===== src/rtl/rs_pkg.sv =====
// rs_pkg: shared RS(255,239) field constants and GF(2^8) arithmetic
package rs_pkg;
    localparam int RS_N = 255;
    localparam int RS_K = 239;
    localparam int RS_NSYM = RS_N - RS_K;
    localparam logic [8:0] GF_PRIM_POLY = 9'h11D;
    localparam logic [7:0] ALPHA_POW [0:RS_NSYM-1] = '{
        8'h01, 8'h02, 8'h04, 8'h08, 8'h10, 8'h20, 8'h40, 8'h80,
        8'h1D, 8'h3A, 8'h74, 8'hE8, 8'hCD, 8'h87, 8'h13, 8'h26
    };
    function automatic logic [7:0] gf_mul(input logic [7:0] a, input logic [7:0] b);
        logic [7:0] p;
        logic [7:0] x;
        p = '0;
        x = a;
        for (int i = 0; i < 8; i++) begin
            p = b[i] ? p ^ x : p;
            x = x[7] ? {x[6:0], 1'b0} ^ GF_PRIM_POLY[7:0] : {x[6:0], 1'b0};
        end
        return p;
    endfunction
endpackage


===== src/rtl/rs_syndrome_cell.sv =====
// rs_syndrome_cell: one Horner accumulator evaluating r(alpha^J)
module rs_syndrome_cell
    import rs_pkg::*;
#(
    parameter int J = 0
) (
    input  logic       clk,
    input  logic       rst_n,
    input  logic       en_i,
    input  logic       first_i,
    input  logic [7:0] sym_i,
    output logic [7:0] acc_d_o
);
    logic [7:0] acc_q;
    logic [7:0] acc_d;
    // first symbol of a codeword loads directly; later ones do acc*alpha^J + r
    always_comb acc_d = first_i ? sym_i : gf_mul(acc_q, ALPHA_POW[J]) ^ sym_i;
    // accumulator advances only on accepted symbols
    always_ff @(posedge clk or negedge rst_n) begin
        if (!rst_n) acc_q <= '0;
        else if (en_i) acc_q <= acc_d;
    end
    assign acc_d_o = acc_d;
endmodule


===== src/rtl/rs_syndrome_calc.sv =====
// rs_syndrome_calc: streaming RS(255,239) syndrome calculator
module rs_syndrome_calc
    import rs_pkg::*;
#(
    parameter int N    = RS_N,
    parameter int K    = RS_K,
    parameter int NSYM = N - K
) (
    input  logic              clk,
    input  logic              rst_n,
    input  logic [7:0]        data_in,
    input  logic              data_valid,
    output logic [8*NSYM-1:0] syndrome,
    output logic              syn_valid,
    output logic              err_flag,
    output logic [7:0]        sym_cnt
);
    logic [7:0]        sym_cnt_q;
    logic [7:0]        sym_cnt_d;
    logic              first;
    logic              last;
    logic [8*NSYM-1:0] acc_d_all;
    logic [8*NSYM-1:0] syndrome_q;
    logic              syn_valid_q;
    logic              err_flag_q;
    // framing is purely count based: index 0 loads, index N-1 completes
    always_comb begin
        first     = sym_cnt_q == '0;
        last      = data_valid && sym_cnt_q == 8'(N - 1);
        sym_cnt_d = !data_valid ? sym_cnt_q : (sym_cnt_q == 8'(N - 1) ? '0 : sym_cnt_q + 8'd1);
    end
    for (genvar j = 0; j < NSYM; j++) begin : g_cell
        rs_syndrome_cell #(.J(j)) u_cell (
            .clk    (clk),
            .rst_n  (rst_n),
            .en_i   (data_valid),
            .first_i(first),
            .sym_i  (data_in),
            .acc_d_o(acc_d_all[8*j +: 8])
        );
    end
    // symbol counter
    always_ff @(posedge clk or negedge rst_n) begin
        if (!rst_n) sym_cnt_q <= '0;
        else sym_cnt_q <= sym_cnt_d;
    end
    // capture final accumulator values when the last symbol is accepted
    always_ff @(posedge clk or negedge rst_n) begin
        if (!rst_n) begin
            syndrome_q  <= '0;
            syn_valid_q <= 1'b0;
            err_flag_q  <= 1'b0;
        end else begin
            syn_valid_q <= last;
            if (last) begin
                syndrome_q <= acc_d_all;
                err_flag_q <= |acc_d_all;
            end
        end
    end
    assign syndrome  = syndrome_q;
    assign syn_valid = syn_valid_q;
    assign err_flag  = err_flag_q;
    assign sym_cnt   = sym_cnt_q;
endmodule

===== config.mk =====
export PLATFORM = sky130hd
export DESIGN_NAME = rs_syndrome_calc
export DESIGN_NICKNAME = d
export VERILOG_FILES = /design/src/rtl/rs_pkg.sv /design/src/rtl/rs_syndrome_cell.sv /design/src/rtl/rs_syndrome_calc.sv
export SDC_FILE = /design/constraint.sdc
export NUM_CORES = 1
export LEC_CHECK = 0
export CORE_MARGIN = 5
export CORE_UTILIZATION = 45
export DETAILED_ROUTE_END_ITERATION = 7
export PLACE_DENSITY = 0.68
export SLEW_MARGIN = 5
export SYNTH_ARGS = -nofsm -noshare
export SYNTH_HDL_FRONTEND = slang
export SYNTH_SLANG_ARGS = --single-unit
export TNS_END_PERCENT = 10

===== constraint.sdc =====
create_clock -name clk -period 2.7 [get_ports clk]
set_input_delay 0.54 -clock clk [delete_from_list [all_inputs] [get_ports clk]]
set_output_delay 0.54 -clock clk [all_outputs]
set_load 0.02 [all_outputs]

Word-level counts from Yosys, hierarchy flattened
Cells that the tools add are included.
Operators by class
  add/subtract/negate cells: 1
  equal/unequal tests: 1
  reduce and logical (&&, ||, !) cells: 3
  mux-type cells: 90
  bitwise logic cells: 112
Operators by type and width (count)
  5-bit 2-to-1 mux: 73
  8-bit bitwise XOR: 39
  4-bit NOT: 73
  8-bit 2-to-1 mux: 17
  128-bit OR reduction: 1
  8-bit by 1-bit adder with 8-bit output, second input constant: 1
  8-bit equality test, second input constant: 1
  8-bit zero test: 1
  1-bit logical AND: 1
Storage, ports and cells
  logic and storage cells: 227
  bits in registers: 266

Longest topological paths before layout
  depth after elaboration: 18
  depth in mapped cells: 14
  depth with buffers taken out: 11

By module
Synthesis repeated with hierarchy kept, for this count alone.
Unflattened totals
  cell total of the unflattened synthesis: 1469
  area total of the unflattened synthesis: 16309.4 um^2
Modules (own cells, without submodules)
  rs_syndrome_calc: seq. area each 3453.3 um^2, times used 1, cells each 366, area each 5545.3 um^2
  rs_syndrome_cell at g_cell[13].u_cell: seq. area each 200.2 um^2, times used 1, cells each 105, area each 945.9 um^2
  rs_syndrome_cell at g_cell[6].u_cell: seq. area each 200.2 um^2, times used 1, cells each 89, area each 839.6 um^2
  rs_syndrome_cell at g_cell[10].u_cell: seq. area each 200.2 um^2, times used 1, cells each 93, area each 809.5 um^2
  rs_syndrome_cell at g_cell[5].u_cell: seq. area each 200.2 um^2, times used 1, cells each 80, area each 748.2 um^2
  rs_syndrome_cell at g_cell[8].u_cell: seq. area each 200.2 um^2, times used 1, cells each 80, area each 735.7 um^2
  rs_syndrome_cell at g_cell[14].u_cell: seq. area each 200.2 um^2, times used 1, cells each 81, area each 725.7 um^2
  rs_syndrome_cell at g_cell[12].u_cell: seq. area each 200.2 um^2, times used 1, cells each 65, area each 720.7 um^2
  rs_syndrome_cell at g_cell[15].u_cell: seq. area each 200.2 um^2, times used 1, cells each 66, area each 691.9 um^2
  rs_syndrome_cell at g_cell[4].u_cell: seq. area each 200.2 um^2, times used 1, cells each 69, area each 679.4 um^2
  rs_syndrome_cell at g_cell[9].u_cell: seq. area each 200.2 um^2, times used 1, cells each 65, area each 660.6 um^2
  rs_syndrome_cell at g_cell[11].u_cell: seq. area each 200.2 um^2, times used 1, cells each 62, area each 621.8 um^2
  rs_syndrome_cell at g_cell[7].u_cell: seq. area each 200.2 um^2, times used 1, cells each 63, area each 603.1 um^2
  rs_syndrome_cell at g_cell[0].u_cell: seq. area each 200.2 um^2, times used 1, cells each 51, area each 550.5 um^2
  +3 rows

Least setup slack after synthesis
Ideal clock, no wire load.
  kind: reg2reg
  start point: register sym_cnt_q[0] (netlist: sym_cnt[0])
  end point: register err_flag_q (netlist: err_flag)
  arrival: 2.875 ns
  required time: 2.567 ns
  slack: -0.308 ns
  setup time: 0.133 ns
  cell stages (with the launch flop): 12
  cell sequence: dfrtp_1 -> inv_1 -> ha_1 -> nor4b_4 -> and2_1 -> buf_6 -> a2111oi_0 -> a21oi_1 -> or4_1 -> or4_1 -> nor4_1 -> a31oi_1
On the way
  word-level cells in the longest chain between the ends: 3
  elaborated cells on any way between the ends: 20
  those cells by class: 1 x eq/ne; 16 x mux; 3 x reduce/logical
Ends and longest elaborated chain
  start: declaration: RTL line rs_syndrome_calc.sv:18  | logic [7:0] sym_cnt_q;
  start signal: assignment: RTL line rs_syndrome_calc.sv:45  | else sym_cnt_q <= sym_cnt_d;
  8-bit zero test: RTL line rs_syndrome_calc.sv:28  | first = sym_cnt_q == '0;
  8-bit 2-to-1 mux: RTL line rs_syndrome_cell.sv:17  | always_comb acc_d = first_i ? sym_i : gf_mul(acc_q, ALPHA_POW[J]) ^ sym_i;
  128-bit OR reduction: RTL line rs_syndrome_calc.sv:57  | err_flag_q <= |acc_d_all;
  end signal: assignment: RTL line rs_syndrome_calc.sv:57
  end: declaration: RTL line rs_syndrome_calc.sv:25  | logic err_flag_q;
Parallel ways exist; a longest one is shown, timed or not.
A chain may end at the register's enable or synchronous reset.

Final worst setup path
  start point: register sym_cnt_q[1] (netlist: sym_cnt[1])
  end point: register err_flag_q (netlist: err_flag)
The elaborated chain is that of the path after synthesis.

==> reports/results.ini <==
[outcome]
run_status=finished with violations
failed_checks=setup timing

[critical_path]
slowest_stage=or4_4
cp_cell_sequence=inv_2 -> ha_1 -> nor4b_4 -> buf_6 -> nand2_4 -> buf_12 -> o21ai_0 -> a32oi_1 -> or4_4 -> or4_4 -> nor4_2 -> a31oi_1
family_with_the_most_delay_on_the_worst_path=simple AND/OR/NAND/NOR gates
crit_path_max_incr_delay_ns=0.50
setup.worst_path.start_class=flop
critical_path.most_common_cell=or4_4
arrival_ns=3.40
endpoint_kind=flop
critPathMaxFanout=12
cp.required_ns=3.14
critPathBufInv=3
path_class=flop to flop

[clock_tree]
cts_tree=done
cts_num_sinks=266
clock_slew_seen_by_the_registers_of_the_worst_setup_and_hold_paths_ns=0.07
cts_root_buffer=clkbuf_16
cts_buffers=28
ctsLongestPathBuffers=3
clkLatencyLatePin_ns=0.56
cts.htree.levels=1

[job]
drv_cap=0

[sta]
tightestPinTransition_ns=0.622
final_hold_viol_count=0
max_freq_mhz=338
setup_tns_ns=-0.259
worst_skew_ns=0.0276
slew_headroom=0.583
grt_setup_unrepaired=true
final.period_utilization=1.10
layout_setup_ws_ns=-0.259
period_needed_ns=2.96
max_slew_violations=0
setup-violations-final=1
hold-worst-slack_ns=0.307

[placed_design]
routabilityCongestion=0.992
place.detailed.hpwl_mm=36.4
place_worst_setup_slack_ns=-0.524
buffer_ports.inserted=148

[grt]
grt_overflow_total=0
first_pass_grt_wire_length_mm=76.6
maximum_number_of_pins_on_one_net_before_global_route_repair=133
first_global_vias=13119
overall_global_routing_usage=0.253
antenna_found_initial=0

[drt]
post-route-drc-count=0
route.detailed.wl_per_inst_um=20.0
total_via_count_in_the_routed_design=13243
antenna_violating_nets_post_route=0
first_pass_iters=5
initial_drt_markers=1179
finalWirelength_mm=49.0
detail_route.vias_per_cell=5.40

[logic_synthesis]
synth-warning-count=0
syn_area_cell_sq_um=8.88
post_synth_inst_count=1732
async_reset_ff_frac=1.00
synth_top_cell_area_share=0.433
synthDominantAreaCellType=dfrtp_1
post_synth_instance_area_sq_um=15400
synth_seq_cells=266
synthTopCellsByArea=dfrtp_1 43%, xnor2_1 14%, nand2_1 5.5%
synth_edf_count=0
yosys_most_used_dff=dfrtp_1
syn_nets=1746
synth_sequential_area_ratio=0.433
synth_cell_types=65

[power]
power_per_standard_cell_area_nw_per_um2=1650
report.power.total_mw=32.7
vdd_drop_max_uv=649
p_leak_nw=8.52

[cells_and_area]
multi_input_comb_area_sq_um=8290
layout.core_utilization=0.591
layout-drive-gt1-share=0.150
fill_cells=2936
antenna_cells_inserted=0
final_net_count=1999
layout.area.seq_sq_um=6660
synthToLayoutAreaGrowth_pct=29.1

[die]
die_w_um=195
io-pin-count=149
die_boundary_height_um=195
start_util=0.458
core-area_sq_um=33600
die_area_sq_um=38000
fp-row-count=67

[hold_path]
hp-class=input pin to flop

[through the flow]
stage / cell area (sq um) / std cells
final: 19900 / 2451
after global routing: 19900 / 2451
after detailed placement: 18600 / 2394
after floorplan: 15400 / 1732
after global placement: 18600 / 2394
after CTS: 19800 / 2449
[kinds of logic after synthesis]
logic type	Yosys count	synth area share
multiplexers	12	0.00821
AO/OA/AOI/OAI	408	0.147
flip-flops	266	0.433
XOR/XNOR	350	0.220
buffers and inverters	151	0.0387
adder cells (fa/ha/maj)	3	0.00244
AND/OR/NAND/NOR	542	0.151
[per-layer routing]
layer | up-vias | track usage | share of wire
li1 | 6313 | - | -
met1 | 6401 | 0.359 | 0.45
met3 | 81 | 0.0381 | 0.064
met4 | 0 | 0.0711 | 0.026
met5 | - | 0 | 0
met2 | 448 | 0.406 | 0.46
[report_power, final]
group | internal, mW | leakage, nW | total [mW] | switching (mW)
clock | 2.58 | 0.490 | 4.22 | 1.63
combinational | 10.3 | 4.68 | 22.1 | 11.8
sequential | 5.02 | 3.35 | 6.38 | 1.36
total | 17.9 | 8.52 | 32.7 | 14.8
[tightest hold or removal path, cell delays in order]
cell and delay, ns:
buf_6 0.13, nor2_1 0.09, a311oi_1 0.06
[cell usage after synthesis (all sizes together) (3+ instances only)]
master and n:
a21oi 160, a22oi 7, a311oi 8, a31oi 19, and2 5, and3 6, and4 5, and4b 3
buf 41, clkbuf 96, dfrtp 266, ha 3, inv 12, mux2 5, mux2i 7, nand2 227
nand2b 7, nand3 13, nand4 10, nor2 220, nor2b 5, nor3 12, nor4 9, nor4b 4
nor4bb 5, o21a 3, o21ai 167, o22ai 7, o31ai 3, o32a 4, o32ai 13, or4 4
xnor2 248, xnor3 19, xor2 80, xor3 3
[path summary, 6_finish.rpt]
kind | start | cells after the start | to | slack (ns)
max reg2reg | sym_cnt[1] | 12 | err_flag | -0.26
max | sym_cnt[1] | 12 | err_flag | -0.26
min in group asynchronous | rst_n | 2 | sym_cnt[2] | 0.54
max in group asynchronous | rst_n | 3 | g_cell[9].u_cell.acc_q[6] | 1.39
min reg2reg | syndrome[53] | 2 | syndrome[53] | 0.47
min | data_valid | 3 | g_cell[0].u_cell.acc_q[0] | 0.31
[cell type report]
type,count,share of cell area
Timing Repair Buffer,359,0.166
Sequential cell,266,0.335
Inverter,14,0.00271
Clock buffer,37,0.0411
Clock inverter,11,0.00952
Multi-Input combinational cell,1316,0.417
Tap cell,448,0.0282
[layout by cell type (no fill, tap or decap), types with 6 or more instances in the layout]
cell and count:
inv_1 9, dfrtp_1 264, clkdlybuf4s50_1 142, nor2_1 220, xnor2_1 240, nand4_1 10, clkbuf_16 29, o32ai_1 12
xnor2_2 8, a22oi_1 7, nand3_1 13, nand2_1 225, xor2_1 80, and3_1 6, o22ai_1 7, mux2i_1 7
buf_12 18, o21ai_0 164, a31oi_1 19, nor3_1 10, nor4_1 7, a311oi_1 8, xnor3_1 19, nand2b_1 7
buf_4 189, clkbuf_8 6, a21oi_1 159
[timing repair]
action                                 CTS  global route
pin swaps                                3             4
gates resized for setup                 11            14
endpoints found under the hold margin   59             0
buffers inserted                         5             2
setup endpoints to repair                1             1
hold buffers                             1             0
gates cloned                             1             0
[registers in the layout, indices dropped and copies added (netlist names)]
| register | count |
|---|---|
| g_cell.u_cell.acc_q | 128 |
| syndrome | 128 |
| sym_cnt | 8 |
| err_flag | 1 |
| syn_valid | 1 |
Power figures use the tool's default switching activity.
